--- config.mk ---
export PLATFORM = sky130hd
export DESIGN_NAME = jt51_modmix
export DESIGN_NICKNAME = d
export VERILOG_FILES = /design/src/rtl/jt51_modmix.sv
export SDC_FILE = /design/constraint.sdc
export NUM_CORES = 1
export LEC_CHECK = 0
export ABC_AREA = 0
export CAP_MARGIN = 40
export CORE_AREA = 2 2 239 241
export CTS_BUF_LIST = sky130_fd_sc_hd__clkbuf_16
export DETAILED_ROUTE_END_ITERATION = 8
export DIE_AREA = 0 0 241 243
export PLACE_DENSITY = 0.66
export SYNTH_ARGS = -nofsm -noshare
export SYNTH_HDL_FRONTEND = slang
export SYNTH_SLANG_ARGS = --single-unit
--- constraint.sdc ---
create_clock -name clk -period 9.51 [get_ports clk]
set_input_delay 2.853 -clock clk [delete_from_list [all_inputs] [get_ports clk]]
set_output_delay 2.853 -clock clk [all_outputs]
set_load 0.02 [all_outputs]
--- src/rtl/jt51_modmix.sv ---
// -----------------------------------------------------------------------------
// jt51_modmix
//
// Phase-modulation mixer for a 32-slot FM operator pipeline. Every operator
// result is pushed into a 32-deep history so that a later slot can pick up the
// output of an operator 8, 16 or 24 slots earlier. M1 operators additionally
// keep the last two outputs of their own channel for self-feedback.
//
// Slot layout: slot[4:3] selects the operator group (0=M1, 1=M2, 2=C1, 3=C2),
// slot[2:0] selects the channel.
//
// Ports
//   clk            system clock
//   rst_n          asynchronous active-low reset
//   cen            slot clock enable; nothing advances while low
//   zero           current slot is slot 0 (frame sync)
//   fb[2:0]        M1 feedback level of the current channel, 0 = off
//   use_prevprev1  source select: H[24] (M1: feedback)
//   use_prev1      source select: H[8]  (M1: feedback)
//   use_prev2      source select: H[16]
//   use_internal_x source select: H[24]
//   use_internal_y source select: H[16]
//   op_result      signed operator output of the current slot
//   mod_out        registered signed modulation input for the phase adder
//   slot           current slot index
// -----------------------------------------------------------------------------
module jt51_modmix #(
    parameter int W  = 14,
    parameter int OW = 16
) (
    input  logic                 clk,
    input  logic                 rst_n,
    input  logic                 cen,
    input  logic                 zero,
    input  logic [2:0]           fb,
    input  logic                 use_prevprev1,
    input  logic                 use_prev1,
    input  logic                 use_prev2,
    input  logic                 use_internal_x,
    input  logic                 use_internal_y,
    input  logic signed [W-1:0]  op_result,
    output logic signed [OW-1:0] mod_out,
    output logic [4:0]           slot
);

    localparam int HLEN = 32;

    // -------------------------------------------------------------------------
    // State
    // -------------------------------------------------------------------------
    logic [4:0]           slot_q, slot_d;
    logic signed [OW-1:0] mod_q, mod_d;
    // hist_q[k] holds the operator result committed k slots ago (k = 1..32)
    logic signed [W-1:0]  hist_q [1:HLEN];
    // Per-channel M1 feedback: fb0 = most recent M1 output, fb1 = the one before
    logic signed [W-1:0]  fb0_q  [0:7];
    logic signed [W-1:0]  fb1_q  [0:7];

    // -------------------------------------------------------------------------
    // Slot decode; zero forces the decision slot to 0 on this edge
    // -------------------------------------------------------------------------
    logic [4:0] eff_slot;
    logic [1:0] grp;
    logic [2:0] ch;
    logic       is_m1;

    always_comb begin
        eff_slot = zero ? 5'd0 : slot_q;
        grp      = eff_slot[4:3];
        ch       = eff_slot[2:0];
        is_m1    = (grp == 2'd0);
        // Increment of the forced 0 is 1; natural 5-bit overflow wraps 31->0
        slot_d   = zero ? 5'd1 : slot_q + 5'd1;
    end

    // -------------------------------------------------------------------------
    // Tap extraction, sign-extended to the output width
    // -------------------------------------------------------------------------
    logic signed [OW-1:0] tap8_ext, tap16_ext, tap24_ext;

    always_comb begin
        tap8_ext  = {{(OW-W){hist_q[8][W-1]}},  hist_q[8]};
        tap16_ext = {{(OW-W){hist_q[16][W-1]}}, hist_q[16]};
        tap24_ext = {{(OW-W){hist_q[24][W-1]}}, hist_q[24]};
    end

    // -------------------------------------------------------------------------
    // M1 self-feedback term
    // The pair sum needs one extra bit; the level maps to a right shift of
    // 7-fb so fb=7 passes the full sum and fb=1 divides it by 64.
    // -------------------------------------------------------------------------
    logic signed [W:0]    fb_sum;
    logic signed [W:0]    fb_shifted;
    logic [2:0]           fb_shamt;
    logic signed [OW-1:0] fb_term;

    always_comb begin
        fb_sum     = {fb0_q[ch][W-1], fb0_q[ch]} + {fb1_q[ch][W-1], fb1_q[ch]};
        fb_shamt   = 3'd7 - fb;
        fb_shifted = fb_sum >>> fb_shamt;
        if (fb == 3'd0) begin
            fb_term = '0;
        end else begin
            fb_term = {{(OW-W-1){fb_shifted[W]}}, fb_shifted};
        end
    end

    // -------------------------------------------------------------------------
    // Modulation source mix
    // -------------------------------------------------------------------------
    always_comb begin
        mod_d = '0;
        if (is_m1) begin
            // M1 only ever modulates itself; other selects are meaningless here
            if (use_prev1 || use_prevprev1) begin
                mod_d = fb_term;
            end
        end else begin
            if (use_prev1) begin
                mod_d = mod_d + tap8_ext;
            end
            if (use_prev2) begin
                mod_d = mod_d + tap16_ext;
            end
            if (use_prevprev1) begin
                mod_d = mod_d + tap24_ext;
            end
            if (use_internal_x) begin
                mod_d = mod_d + tap24_ext;
            end
            if (use_internal_y) begin
                mod_d = mod_d + tap16_ext;
            end
        end
    end

    // -------------------------------------------------------------------------
    // Slot counter and output register
    // -------------------------------------------------------------------------
    always_ff @(posedge clk or negedge rst_n) begin
        if (!rst_n) begin
            slot_q <= 5'd0;
            mod_q  <= '0;
        end else if (cen) begin
            slot_q <= slot_d;
            mod_q  <= mod_d;
        end
    end

    // -------------------------------------------------------------------------
    // History shift register. Taps above are read from the pre-shift contents.
    // -------------------------------------------------------------------------
    always_ff @(posedge clk or negedge rst_n) begin
        if (!rst_n) begin
            for (int k = 1; k <= HLEN; k++) begin
                hist_q[k] <= '0;
            end
        end else if (cen) begin
            hist_q[1] <= op_result;
            for (int k = 2; k <= HLEN; k++) begin
                hist_q[k] <= hist_q[k-1];
            end
        end
    end

    // -------------------------------------------------------------------------
    // M1 feedback pairs, updated only on the channel's M1 slot
    // -------------------------------------------------------------------------
    always_ff @(posedge clk or negedge rst_n) begin
        if (!rst_n) begin
            for (int c = 0; c < 8; c++) begin
                fb0_q[c] <= '0;
                fb1_q[c] <= '0;
            end
        end else if (cen && is_m1) begin
            fb1_q[ch] <= fb0_q[ch];
            fb0_q[ch] <= op_result;
        end
    end

    assign mod_out = mod_q;
    assign slot    = slot_q;

endmodule

==> impl_results.md, run 1 <==
* Status: finished clean
* Die area at 58560 µm²
* Pre-antenna DRT Iters at 5
* Initial antenna violation count at 0
* Die X at 241 µm
* Data required, critical path at 10.03 ns
* Power Density at 361.0 nW/µm²
* Root Buffer: clkbuf_16
* Syn_area_per_cell at 11.81 µm²
* First-pass GRT wire length at 103600 µm
* Post-synth EDFFs at 0
* Syn_nets at 2456
* M1 wire length at 29020 µm
* Worst min path class: reg2reg
* Post-route ant nets at 0
* Critical path arrival at 9.62 ns
* GRT Resource Usage Total at 22.18%
* DR WL/cell at 19.26 µm
* Hold path depth at 2
* Clock transition at path regs at 0.06 ns
* R2r setup slk at 2.67 ns
* Most common cell after layout, fill and taps aside: dfrtp_1
* Seq. cell area at 14540 µm²
* # nets final at 2584
* Vias at 18830
* IO Count at 47
* Clock Sinks at 581
* Worst slew pin tran at 0.9310 ns
* Cts bufs inserted at 61
* Setup Crit Path Kind: in2reg
* Crit end category: register
* Buffers on Ports at 46
* Sequential fraction of the synthesis area at 52.38%
* # rows at 87
* Worst R2R End: mod_out[15]
* Routed wl met2 at 29380 µm
* Starting Density at 49.61%
* Worst Setup Start Kind: input pin
* R2r startpoint: hist_q[336]
* Cell count after synthesis at 2350
* Vias in the first global route at 19240
* Slowest stage delay, CP at 0.48 ns
* Largest net degree at the start of global routing at 180
* Worst vdd ir at 0.1786 mV
* Multi-input gate area in the final layout at 12610 µm²
* Worst Reg-to-Reg Cells at 38
* Most frequent cells in the layout: dfrtp_1 (580), mux2_2 (461), nand2_1 (232)
* Clk buf depth at 3
* Grt ovf at 0
* Vias per cell at 5.740
* Cell depth of the worst setup path at 39
* DRC errors left at 0
* Slew headroom at 37.93%
* Die Height at 243 µm
* Top FF cell, synth: dfrtp_1
* Number of distinct library cells after synthesis at 97
* Netlist Area Pre-Place at 27760 µm²
* Yosys reg bits at 581
* CTS tree: done
* Final min period at 9.102 ns
* Final hold vios at 0
* Syn. warnings at 0
* CTS H-Tree Depth at 2
* FILL cells at 4672
* GP Congestion at 0.9064
* FFs w/ async S/R, synth at 100.0%
* Share of layout cells above drive strength 1 at 29.70%
* MaxCap Viol Count at 0
* Worst Hold Path EP: fb1_q[14]
* CP most frequent cell: xnor2_1
* Final slew viol count at 0
* Critical-path top delay cell: clkdlybuf4s50_1
* Worst Hold Launch: fb1_q[14]
* Total power at 0.01152 W
* Setup ws final at 0.4078 ns
* Delay-heaviest family, CP: compound AO/OA/AOI/OAI gates
* WL final at 63190 µm
* Final Skew at 0.02717 ns
* Core Region at 55950 µm²
* Total leakage power at 14.49 nW
* Largest fanout on the critical path at 4
* F_max at 0.1099 GHz
* Setup violators final at 0
* Clock latency on the worst-skew pair at 0.64 ns
* Dpl ws at -0.4749 ns
* 1st-iter DRT viols at 1309
* Area grow syn2layout at 15.02%
* # diodes at 0
* Period utilization at 95.71%
* Uppermost layer routed: met4
* Post-DP HPWL at 42790 µm
* CP bufs+invs at 4
* Met3 Routed Length at 3041 µm
==> through the flow <==
stage               instances  hold slack [ns]  util (%)  area [µm²]  setup TNS (ns)
detailed placement       3166           0.4663     53.31       29830          -1.090
CTS                      3276           0.4787     56.85       31810               0
finish                   3281           0.4779     57.06       31920               0
floorplan                2350           0.4444         -       27760               0
global route             3281           0.5052     57.06       31920        -0.08212
global placement         3159           0.4559     53.13       29720         -0.3510
==> registers in the layout, summed over array words and instances (netlist names) <==
register and cells:
fb0_q 112, mod_out 16, slot 5, fb1_q 112, hist_q 336
==> tightest hold or removal path, delay by kind of cell, from the launching register on <==
kind | cells | cell delay (ns)
compound gates | 1 | 0.06
simple gates | 1 | 0.05
flops | 1 | 0.33
==> report_power, final <==
| group | total (W) | internal [W] | switching (W) |
|---|---|---|---|
| sequential | 0.00414 | 0.00349 | 0.000652 |
| combinational | 0.00504 | 0.00255 | 0.00248 |
| clock | 0.00234 | 0.00137 | 0.000976 |
==> timing repair <==
| item | CTS | global route |
|---|---|---|
| resized for setup | 0 | 18 |
| setup endpoints to repair | 0 | 5 |
| hold buffers | 0 | 0 |
| setup buffers | 0 | 4 |
==> routing by layer <==
layer / global-route usage, % / up-vias
met1: 31.03 / 9549
met4: 7.135 / 0
met2: 35.50 / 402
met5: 0 / -
met3: 3.378 / 110
li1: - / 8772
==> area by class of cell <==
type	instances	area share [%]
clock buffers	62	4.860
clock inverters	48	1.340
flip-flops and latches	581	45.55
inverters	59	0.6937
multi-input cells	1587	39.51
well taps	756	2.963
repair buffers	188	5.087
==> cell families (layout without fill, tap and decap cells) <==
logic type | Yosys count | after routing | share of synthesized area, %
simple gates | 449 | 449 | 7.262
compound gates | 505 | 505 | 12.19
fa+ha+maj | 81 | 81 | 3.782
xor+xnor | 54 | 54 | 1.731
mux | 498 | 498 | 20.15
flops | 581 | 581 | 52.38
buf+inv | 182 | 357 | 2.511
==> worst max path at each step <==
| stage | from | endpoint | slack (ns) |
|---|---|---|---|
| final | use_prev1 | mod_out[15] | 0.41 |
| after global routing | use_prev1 | mod_out[15] | -0.08 |
| after CTS | use_prev1 | mod_out[15] | 0.18 |
| after detailed placement | use_prev1 | mod_out[15] | -0.47 |
| after global placement | use_prev1 | mod_out[15] | -0.29 |
| after floorplan | use_prev1 | mod_out[15] | 0.13 |
==> synth_stat cells, types with 6 or more instances <==
cell type,n,area share (%)
a21boi_0,7,0.19
a21oi_1,51,0.92
buf_1,10,0.14
a211oi_1,9,0.24
clkbuf_1,102,1.4
nand3_1,20,0.36
o21ai_1,13,0.23
a221oi_2,10,0.54
mux2i_1,34,1.2
a31oi_1,18,0.41
nand2b_1,8,0.18
or3_1,9,0.20
nor3_1,27,0.49
a221oi_1,6,0.19
a22o_1,8,0.25
inv_1,55,0.74
o21a_1,12,0.32
nor2_1,90,1.2
xnor2_1,29,0.92
o21ai_0,185,3.3
o22ai_1,37,0.83
a21o_1,28,0.76
xor2_1,24,0.76
dfrtp_1,581,52
nor2b_1,10,0.23
a22oi_1,27,0.73
o31a_1,6,0.19
a2111oi_0,12,0.38
and2_1,9,0.20
nand2_1,232,3.1
buf_2,11,0.20
ha_1,75,3.4
mux2_2,461,19
o211ai_1,14,0.38
nor3b_1,7,0.19
Power figures use the tool's default switching activity.
==> run 2: changes to the inputs <==
--- a/config.mk
+++ b/config.mk
@@ -7,11 +7,11 @@
 export LEC_CHECK = 0
 export ABC_AREA = 0
 export CAP_MARGIN = 40
-export CORE_AREA = 2 2 239 241
+export CORE_AREA = 2 2 258 260
 export CTS_BUF_LIST = sky130_fd_sc_hd__clkbuf_16
 export DETAILED_ROUTE_END_ITERATION = 8
-export DIE_AREA = 0 0 241 243
-export PLACE_DENSITY = 0.66
+export DIE_AREA = 0 0 260 262
+export GPL_TIMING_DRIVEN = 0
 export SYNTH_ARGS = -nofsm -noshare
 export SYNTH_HDL_FRONTEND = slang
 export SYNTH_SLANG_ARGS = --single-unit
==> run 2 against run 1 <==
  * Non-clock buffer count grew 8
  * Register-to-register slack worse by 0.11 ns
  * Via count grew 1.6%
  * Global-route usage is 0.85 points lower
  * Fmax fell by 0.64%
  * Critical path depth unchanged
  * Sequential share of layout area rose by 0.18 points
  * Largest power group unchanged
  * Highest routed layer is now met5
==> impl_results.md, run 2 (synthesized netlist as in run 1, its figures left out) <==
* Clock Sinks at 581
* Final Skew at 0.05006 ns
* Starting Density at 42.52%
* Total leakage power at 14.07 nW
* NetSw at 0.004170 W
* Vias per cell at 5.639
* IO Count at 47
* Worst Setup Start Kind: input pin
* # rows at 94
* Comb power frac at 42.4%
* Grt ovf at 0
* Vias at 19140
* Worst slew pin tran at 1.056 ns
* Share of layout cells above drive strength 1 at 26.68%
* Worst Reg-to-Reg Cells at 36
* Max reg flops at 336
* Setup violators final at 0
* Utilization after layout at 48.71%
* Die X at 260 µm
* Reg power frac at 37.6%
* Setup ws final at 0.3488 ns
* MaxCap Viol Count at 0
* Critical path arrival at 9.67 ns
* First-pass GRT wire length at 112700 µm
* Largest Register: hist_q
* R2r setup slk at 2.56 ns
* Slowest stage delay, CP at 0.39 ns
* Initial antenna violation count at 1
* Worst Hold Launch: hist_q[178]
* Critical-path top delay cell: or3_1
* RSZ-0062 raised after global routing: no
* Die Height at 262 µm
* Data required, critical path at 10.02 ns
* Power Density at 352.3 nW/µm²
* Met3 usage at 2.932%
* Setup Crit Path Kind: in2reg
* Final hold vios at 0
* Slew headroom at 29.62%
* Largest net degree at the start of global routing at 125
* Largest registers: hist_q x336, fb0_q x112, fb1_q x112
* Area grow syn2layout at 14.55%
* Most common cell after layout, fill and taps aside: dfrtp_1
* DRC errors left at 0
* Met1 usage at 30.72%
* Pre-antenna DRT Iters at 5
* Vias in the first global route at 19330
* Total power at 0.01120 W
* R2r startpoint: hist_q[336]
* Largest fanout on the critical path at 10
* Busiest layer in global routing: met2
* 1st-iter DRT viols at 1450
* Sw Ratio at 37.23%
* Worst vdd ir at 0.1642 mV
* Worst min path class: reg2reg
* Dpl ws at -1.782 ns
* Root Buffer: clkbuf_16
* Most frequent cells in the layout: dfrtp_1 (581), mux2_2 (461), nand2_1 (231)
* CP most frequent cell: nand2_1
* # nets final at 2590
* GRT met2 Usage at 33.48%
* Clock latency on the worst-skew pair at 0.64 ns
* F_max at 0.1092 GHz
* Clock transition at path regs at 0.06 ns
* GP Congestion at 0.8674
* CTS tree: done
* Period utilization at 96.33%
* Worst R2R End: mod_out[15]
* Post-route ant nets at 0
* Cts bufs inserted at 59
* Crit end category: register
* Post-DP HPWL at 51970 µm
* Hold_ws at 0.4602 ns
* Hold path depth at 1
* Worst Hold Path EP: hist_q[164]
* Core Region at 65280 µm²
* Status: finished clean
* Pint at 0.007030 W
* Buffers on Ports at 41
* Clk buf depth at 3
* CTS H-Tree Depth at 2
* Final slew viol count at 0
* Worst setup path start: use_prev1
* WL final at 71540 µm
* GRT Resource Usage Total at 21.32%
* DR WL/cell at 21.07 µm
* Post-CTS Hold Fix Bufs at 0
* Final min period at 9.161 ns
* Die area at 68120 µm²
* Clock share of power at 20.0%
==> run 2: stage by stage <==
step / std cells / setup TNS (ns) / area (µm²)
finish: 3395 / 0 / 31790
detailed placement: 3272 / -10.34 / 29470
global placement: 3255 / - / 29250
global route: 3394 / 0 / 31790
CTS: 3381 / 0 / 31400
floorplan: 2350 / 0 / 27760
==> run 2: what timing repair did <==
action | in CTS | in global routing
endpoints found under the setup margin | 7 | 6
pin swaps | 1 | 28
gates resized for setup | 14 | 57
hold endpoints to repair | 0 | 0
cloned | 0 | 0
buffers inserted | 2 | 13
==> run 2: critical path, delay by kind of cell <==
kind / cells / cell delay [ns]
multiplexers: 1 / 0.27
AND/OR/NAND/NOR: 11 / 1.76
buffers and inverters: 5 / 0.57
adder cells (fa/ha/maj): 5 / 1.32
XOR/XNOR: 6 / 1.03
AO/OA/AOI/OAI: 11 / 1.87
==> run 2: power by group through the flow <==
| stage | clock network (W) | registers, W | logic (W) |
|---|---|---|---|
| after floorplan | 0 | 0.00395 | 0.00339 |
| after global placement | 0 | 0.00422 | 0.00428 |
| after detailed placement | 0 | 0.00425 | 0.00442 |
| after CTS | 0.00229 | 0.00421 | 0.00449 |
| after global routing | 0.00239 | 0.00434 | 0.00527 |
| final | 0.00224 | 0.00421 | 0.00475 |
==> run 2: worst max path at each step <==
stage | endpoint | slack, ns | depth (start not counted)
floorplan | mod_out[15] | 0.13 | 38
global placement | hist_q[234] | -19.42 | 1
detailed placement | mod_out[15] | -1.78 | 37
CTS | mod_out[15] | 0.04 | 40
global route | mod_out[15] | 0.008 | 38
finish | mod_out[15] | 0.35 | 39
==> run 2: layer usage <==
layer | part of all wire (%) | wire (µm) | vias to the layer above
met4 | 2.6 | 1885 | 2
met5 | 0.018 | 13 | -
met2 | 46 | 32860 | 486
li1 | - | - | 8779
met3 | 5.3 | 3773 | 121
met1 | 46 | 33010 | 9755
==> run 2: area by class of cell <==
class	count	area (µm²)
Fill cell	5866	33480
Buffer	123	496.7
Sequential cell	581	14540
Clock inverter	48	379.1
Inverter	59	221.5
Clock buffer	59	1476
Tap cell	864	1081
Multi-Input combinational cell	1587	12850
Timing Repair Buffer	73	744.5
Antenna cell	1	2.502
